**config.mk**
```make
export PLATFORM = sky130hd
export DESIGN_NAME = t_updown_counter
export DESIGN_NICKNAME = d
export VERILOG_FILES = /design/src/rtl/t_cnt_pkg.sv /design/src/rtl/t_cell.sv /design/src/rtl/t_updown_counter.sv
export SDC_FILE = /design/constraint.sdc
export NUM_CORES = 1
export LEC_CHECK = 0
export BUFFER_PORTS_ARGS = -buffer_cell sky130_fd_sc_hd__buf_2
export CAP_MARGIN = 40
export CELL_PAD_IN_SITES_DETAIL_PLACEMENT = 0
export CELL_PAD_IN_SITES_GLOBAL_PLACEMENT = 1
export CORE_MARGIN = 4
export CORE_UTILIZATION = 35
export CTS_CLUSTER_SIZE = 24
export DETAILED_ROUTE_END_ITERATION = 12
export PLACE_DENSITY = 0.87
export RECOVER_POWER = 100
export SLEW_MARGIN = 20
export SYNTH_ARGS = -nofsm -noshare
export SYNTH_HDL_FRONTEND = slang
export SYNTH_SLANG_ARGS = --single-unit
export TNS_END_PERCENT = 10
```
**constraint.sdc**
```tcl
create_clock -name clk -period 2.5 [get_ports clk]
set_input_delay 0.5 -clock clk [delete_from_list [all_inputs] [get_ports clk]]
set_output_delay 0.5 -clock clk [all_outputs]
set_load 0.1 [all_outputs]
```
**src/rtl/t_cnt_pkg.sv**
```systemverilog
// rtl/t_cnt_pkg.sv - shared constants, direction type and wrap/clamp target helper for t_updown_counter
package t_cnt_pkg;

    localparam int T_CNT_WIDTH_DEF = 4;
    localparam int T_CNT_MOD_DEF   = 16;

    typedef enum logic {
        DIR_DOWN = 1'b0,
        DIR_UP   = 1'b1
    } dir_e;

    // Value the count lands on when it runs off the end in direction dir.
    // The down-direction target (MODULUS-1) doubles as the load clamp value.
    function automatic int t_cnt_target(input int modulus, input dir_e dir);
        return (dir == DIR_UP) ? 0 : modulus - 1;
    endfunction

endpackage

```
**src/rtl/t_cell.sv**
```systemverilog
// rtl/t_cell.sv - one T-type storage cell with synchronous reset and parallel load
// Ports: clk (rising edge), rst (sync, active-high), t (toggle), ld (load), d (load data), q (stored bit)
module t_cell (
    input  logic clk,
    input  logic rst,
    input  logic t,
    input  logic ld,
    input  logic d,
    output logic q
);

    always_ff @(posedge clk) begin
        if (rst) begin
            q <= 1'b0;
        end else if (ld) begin
            q <= d;
        end else if (t) begin
            q <= ~q;
        end
    end

endmodule

```
**src/rtl/t_updown_counter.sv**
```systemverilog
// rtl/t_updown_counter.sv - modulo-N up/down counter built from a bank of t_cell toggle cells
// Ports: clk, rst (sync, active-high), en, up, load, load_val -> q (registered count),
//        t_vec (combinational toggle vector), tc (combinational terminal count), wrap (registered pulse)
// Build option: define T_CNT_SAT_EN to saturate at the ends instead of wrapping.
module t_updown_counter
    import t_cnt_pkg::*;
#(
    parameter int WIDTH   = T_CNT_WIDTH_DEF,
    parameter int MODULUS = T_CNT_MOD_DEF
) (
    input  logic             clk,
    input  logic             rst,
    input  logic             en,
    input  logic             up,
    input  logic             load,
    input  logic [WIDTH-1:0] load_val,
    output logic [WIDTH-1:0] q,
    output logic [WIDTH-1:0] t_vec,
    output logic             tc,
    output logic             wrap
);

    localparam logic [WIDTH-1:0] MAX_VAL = WIDTH'(t_cnt_target(MODULUS, DIR_DOWN));

    dir_e             dir;
    logic             at_end;
    logic             ld;
    logic [WIDTH-1:0] ld_val;
    logic [WIDTH-1:0] t_next;
    logic             wrap_next;
    logic             carry;

    assign dir    = dir_e'(up);
    assign at_end = (dir == DIR_UP) ? (q == MAX_VAL) : (q == '0);
    assign tc     = ~rst & en & at_end;
    assign t_vec  = t_next;

    always_comb begin
        t_next    = '0;
        ld        = 1'b0;
        ld_val    = '0;
        wrap_next = 1'b0;
        carry     = 1'b1;
        if (!rst) begin
            if (load) begin
                ld     = 1'b1;
                ld_val = (load_val > MAX_VAL) ? MAX_VAL : load_val;
                t_next = q ^ ld_val;
            end else if (en) begin
                if (at_end) begin
`ifdef T_CNT_SAT_EN
                    t_next = '0;
`else
                    t_next    = q ^ WIDTH'(t_cnt_target(MODULUS, dir));
                    wrap_next = 1'b1;
`endif
                end else begin
                    // Bit i flips when every lower bit equals up: all ones
                    // for increment, all zeros for decrement.
                    for (int i = 0; i < WIDTH; i++) begin
                        t_next[i] = carry;
                        carry     = carry & (q[i] ~^ up);
                    end
                end
            end
        end
    end

    for (genvar g = 0; g < WIDTH; g++) begin : g_cell
        t_cell u_cell (
            .clk (clk),
            .rst (rst),
            .t   (t_next[g]),
            .ld  (ld),
            .d   (ld_val[g]),
            .q   (q[g])
        );
    end

    always_ff @(posedge clk) begin
        if (rst) begin
            wrap <= 1'b0;
        end else begin
            wrap <= wrap_next;
        end
    end

endmodule

```
==> impl_metrics.ini, run 1 <==
[status]
status = finished, final reports clean

[floorplanning]
coreArea_sq_um = 1330
start_util_pct = 38.2
die_y_microns = 46.1
die-area_sq_um = 2130
rows = 13
dieWidth_microns = 46.1
io_pins = 19

[cts]
cts_hold_buf = 0
tritoncts = done
clk_latency_ns = 0.24
ctsResizeCount = 0
cts-htree-levels = 1
cts.sinks = 5
path_clk_slew_ns = 0.05
cts_buffers = 3
cts_buffer_depth = 2
cts-root-buf = clkbuf_4
cts_setup_buffers = 0

[timing]
hold_viol = 0
setup_viol_count_final = 0
max_freq_ghz = 0.430
rsz0062_at_grt = false
max-slew-margin-rel_pct = 23.0
fin_worst_skew_ns = 0.000262
worst_pin_slew_ns = 1.16
min_period_ns = 2.33
tns_ns = 0
drv_slew = 0
period_share_pct = 93.1

[cells_and_area]
layout-drive-gt1-share_pct = 25.7
diodes = 0
syn2layout_area_growth_pct = 11.1
nets = 84
fillCellCount = 159

[synth]
synth_area_leader_cell = dfxtp_1
synth_edf_count = 0
synthAdderAreaFrac_pct = 0
synthTopCellsByArea = dfxtp_1, buf_4, xnor2_1
synth_seq_cells = 5
synth_compound_area_share_pct = 21.1
synth_area_sq_um = 509
ys_warn_count = 0
synthMuxAreaShare_pct = 0
ys.flop_type = dfxtp_1
synth-async-reset-ratio_pct = 0
synth_nets = 74
synthXorXnorAreaFrac_pct = 10.3
synthCells = 65
yosysSeqAreaShare_pct = 19.7
synthSimpleGateAreaFrac_pct = 28.0
synth_area_per_cell_sq_um = 7.83
synth_top_family_by_area = simple AND/OR/NAND/NOR gates
synth_cell_types = 34
synth.top_cell.area_share_pct = 19.7

[setup_path]
crit_type = register to output pin
rr_endpoint = g_cell[2].u_cell.q$_SDFFE_PP0P_
reg2reg_from = g_cell[0].u_cell.q$_SDFFE_PP0P_
cpMaxStageDelayCell = or4b_1
max_stage_delay_ns = 0.60
path_cells = or4b_1 -> a311oi_2 -> buf_12
endpoint_kind = output pin
rr_worst_depth = 3
worstPathRequired_ns = 2.00
critPathArrivalTime_ns = 1.83
critPathLaunchType = register
r2r_slack_ns = 0.99
critPathMaxFanout = 10

[hold_path]
hold_depth = 2
min_path_type = input port to register
hold_end = g_cell[1].u_cell.q$_SDFFE_PP0P_
worstHoldStart = load_val[1]

[power]
power.leakage_nw = 0.236
power-per-cell-area_nw_per_um2 = 624
fin_total_pwr_mw = 0.353
vdd_drop_max_mv = 0.154

[detailed_routing]
antenna_left = 0
vias_per_cell = 5.56
drt_iter0_drc = 13
vias = 495
drcViolationCount = 0
wl_per_cell_microns = 11.9
wirelength_microns = 1060
drtPass1Iterations = 4

[global_route]
grt_usage_pct = 10.3
antenna_found_initial = 0
grt_pass1_wl_microns = 1570
grt_pass1_vias = 345
grt_max_degree = 15
grt_overflow_total = 0

[placed_design]
io_buffers = 18
gp_routability_congestion = 0.772
dp_hpwl_microns = 766

[job]
max-cap-violations = 0
-- metrics by stage --
stage / hold slack [ns] / setup WS [ns] / instance area [sq um] / util, % / instances
final: 0.495 / 0.172 / 566 / 42.4 / 89
after detailed placement: 0.623 / 0.157 / 543 / 40.7 / 85
after global placement: 0.618 / 0.175 / 543 / 40.7 / 85
after global routing: 0.495 / 0.0885 / 566 / 42.4 / 89
after floorplan: 0.577 / 0.0469 / 514 / - / 65
after CTS: 0.488 / 0.0952 / 569 / 42.7 / 89
-- cells by family (layout without fill, tap and decap cells) --
family / Yosys count / after routing
and+or+nand+nor: 24 / 24
buffers and inverters: 16 / 25
DFF: 5 / 5
xor gates and xnor gates: 6 / 6
AOI/OAI and AO/OA: 14 / 14
-- cell type report --
| type | instances | area [sq um] | area share, % |
|---|---|---|---|
| repair buffers | 18 | 98.8 | 17.5 |
| flip-flops and latches | 5 | 100 | 17.7 |
| well taps | 15 | 18.8 | 3.32 |
| inverters | 3 | 11.3 | 1.99 |
| multi-input cells | 44 | 310 | 54.9 |
| clock buffers | 4 | 26.3 | 4.65 |
-- state kept, by name (all words and copies together), names as in the netlist --
name and cells:
g_cell.u_cell.q 4, wrap 1
-- routing by layer --
metal	global-route usage [%]	up-vias	wire length, microns
met4	8.52	0	17
li1	-	247	-
met3	1.56	2	86
met2	14.3	20	479
met1	13.6	226	476
met5	0	-	0
-- Yosys cell counts (all sizes together) (2+ instances only) --
library cell   n
buf           12
dfxtp          5
nor2           5
a21oi          3
inv            3
nand2          3
xnor2          3
xor2           3
a211oi         2
a311oi         2
and4           2
nand3          2
nor2b          2
nor3           2
-- placed cells by master (no fill, tap or decap), types with 2 or more instances in the layout --
master	instances
buf_2	8
and4_1	2
a21oi_1	3
a311oi_2	2
dfxtp_1	5
nand2_1	3
a211oi_1	2
nor2_1	5
clkbuf_1	6
inv_1	3
nor2b_1	2
nand3_1	2
xnor2_1	3
nor3_1	2
clkbuf_2	4
clkbuf_4	3
xor2_1	3
-- critical path, delay by kind of cell (launching register included) --
family | cells | cell delay [ns]
flip-flops | 1 | 0.41
buffers and inverters | 1 | 0.22
AND/OR/NAND/NOR | 1 | 0.60
AO/OA/AOI/OAI | 1 | 0.35
-- worst max-delay path by stage --
stage                                          startpoint  endpoint  slack (ns)  depth (start not counted)
after global placement                                 en  t_vec[2]        0.18                          4
after detailed placement                               en  t_vec[2]        0.16                          4
after floorplan           g_cell[0].u_cell.q$_SDFFE_PP0P_        tc        0.05                          4
after global routing      g_cell[1].u_cell.q$_SDFFE_PP0P_  t_vec[3]        0.09                          4
after CTS                 g_cell[0].u_cell.q$_SDFFE_PP0P_  t_vec[2]         0.1                          3
final                     g_cell[0].u_cell.q$_SDFFE_PP0P_  t_vec[2]        0.17                          3
-- where the power goes --
part,internal [mW],switching [mW],leakage (nW)
logic,0.0365,0.121,0.180
registers,0.0860,0.0128,0.0413
clock network,0.0605,0.0359,0.0150
total,0.183,0.170,0.236
No activity file was read; power rests on OpenSTA's default activity.
==> run 2, diff against run 1 <==
--- a/config.mk
+++ b/config.mk
@@ -5,15 +5,15 @@
 export SDC_FILE = /design/constraint.sdc
 export NUM_CORES = 1
 export LEC_CHECK = 0
-export BUFFER_PORTS_ARGS = -buffer_cell sky130_fd_sc_hd__buf_2
 export CAP_MARGIN = 40
 export CELL_PAD_IN_SITES_DETAIL_PLACEMENT = 0
 export CELL_PAD_IN_SITES_GLOBAL_PLACEMENT = 1
-export CORE_MARGIN = 4
-export CORE_UTILIZATION = 35
+export CORE_AREA = 4 4 41 43
 export CTS_CLUSTER_SIZE = 24
 export DETAILED_ROUTE_END_ITERATION = 12
-export PLACE_DENSITY = 0.87
+export DIE_AREA = 0 0 45 47
+export DONT_BUFFER_PORTS = 1
+export PLACE_DENSITY_LB_ADDON = 0.1
 export RECOVER_POWER = 100
 export SLEW_MARGIN = 20
 export SYNTH_ARGS = -nofsm -noshare
==> impl_metrics.ini, run 2 (synthesized netlist as in run 1, its figures left out) <==
[status]
status = finished, final reports clean

[placed_design]
gp_routability_congestion = 0.796
dp_hpwl_microns = 873
io_buffers = 0

[setup_path]
critPathArrivalTime_ns = 1.83
worstPathRequired_ns = 2.00
crit_type = register to output pin
endpoint_kind = output pin
critPathLaunchType = register
critPathMaxFanout = 10

[power]
power-per-cell-area_nw_per_um2 = 596
fin_total_pwr_mw = 0.353
vdd_drop_max_mv = 0.209
power.leakage_nw = 0.228

[timing]
worst_pin_slew_ns = 1.27
hold_viol = 0
period_share_pct = 93.2
tns_ns = 0
max_freq_ghz = 0.429
drv_slew = 0
max-slew-margin-rel_pct = 15.2
setup_viol_count_final = 0
min_period_ns = 2.33
fin_worst_skew_ns = 0.00568
rsz0062_at_grt = false

[global_route]
grt_usage_pct = 12.7
grt_overflow_total = 0
grt_pass1_vias = 428
grt_max_degree = 15
antenna_found_initial = 0
grt_pass1_wl_microns = 1950

[floorplanning]
io_pins = 19
start_util_pct = 39.1
die_y_microns = 47
coreArea_sq_um = 1300
rows = 13
die-area_sq_um = 2120
dieWidth_microns = 45

[cts]
cts.sinks = 5
cts_buffer_depth = 2
cts_hold_buf = 0
cts_buffers = 3
cts-root-buf = clkbuf_4
cts-htree-levels = 1
cts_setup_buffers = 0
path_clk_slew_ns = 0.05
ctsResizeCount = 0
clk_latency_ns = 0.24
tritoncts = done

[detailed_routing]
drt_iter0_drc = 2
wirelength_microns = 1140
drtPass1Iterations = 4
drcViolationCount = 0
vias = 448
wl_per_cell_microns = 14.0
antenna_left = 0
vias_per_cell = 5.53

[cells_and_area]
largest_reg_flops = 4
multi_input_area_sq_um = 353
mostFrequentLayoutCells = nor2_1, clkbuf_4, dfxtp_1
syn2layout_area_growth_pct = 16.2
largest_registers = g_cell.u_cell.q: 4 flops, wrap: 1 flops
nets = 76
diodes = 0
layout-drive-gt1-share_pct = 24.2
fillCellCount = 150
regArea_sq_um = 100
regMostFlops = g_cell.u_cell.q

[job]
max-cap-violations = 0

[hold_path]
min_path_type = input port to register
==> run 2: cell types whose count changed in the layout (fill, tap and decap cells not counted), sizes merged <==
cell	delta
buf	-7
clkbuf	-1
==> run 2: final timing paths <==
kind	startpoint	endpoint	slack, ns	cells past startpoint
min	rst	g_cell[0].u_cell.q$_SDFFE_PP0P_	0.33	1
max	g_cell[0].u_cell.q$_SDFFE_PP0P_	t_vec[2]	0.17	3
max reg2reg	g_cell[3].u_cell.q$_SDFFE_PP0P_	g_cell[3].u_cell.q$_SDFFE_PP0P_	0.45	4
min reg2reg	g_cell[0].u_cell.q$_SDFFE_PP0P_	g_cell[0].u_cell.q$_SDFFE_PP0P_	0.78	3
==> run 2: critical path: stages (launching register included) <==
cell and delay, ns:
dfxtp_1 0.41, or4b_1 0.63, a311oi_4 0.33, buf_12 0.21
==> run 2: cell type report <==
class                      instances  area share [%]
multi-input combinational         44            59.6
sequential                         5            16.9
timing repair buffer              10            14.0
clock buffer                       4            4.44
tap                               15            3.17
inverter                           3            1.90
==> run 2: per-stage QoR <==
stage               util (%)  cells  hold slack (ns)  instance area [sq um]  worst slack [ns]
floorplan                  -     65            0.577                    514            0.0469
global placement        48.3     77            0.572                    628             0.461
detailed placement      48.3     77            0.575                    628             0.470
CTS                     50.3     81            0.314                    654             0.213
global route            45.5     81            0.300                    592            0.0721
finish                  45.5     81            0.326                    592             0.170
==> run 2: power breakdown <==
part	switching [mW]	leakage (nW)	internal, mW
logic	0.117	0.172	0.0431
registers	0.0115	0.0413	0.0860
clock network	0.0344	0.0150	0.0604
total	0.163	0.228	0.189
==> run 2: metal layers <==
layer  wire [microns]  GRT usage [%]  part of all wire [%]
met5                0              0                     0
met4                0           7.02                     0
met3               70           4.21                   6.2
met2              534           18.1                    47
met1              532           16.9                    47
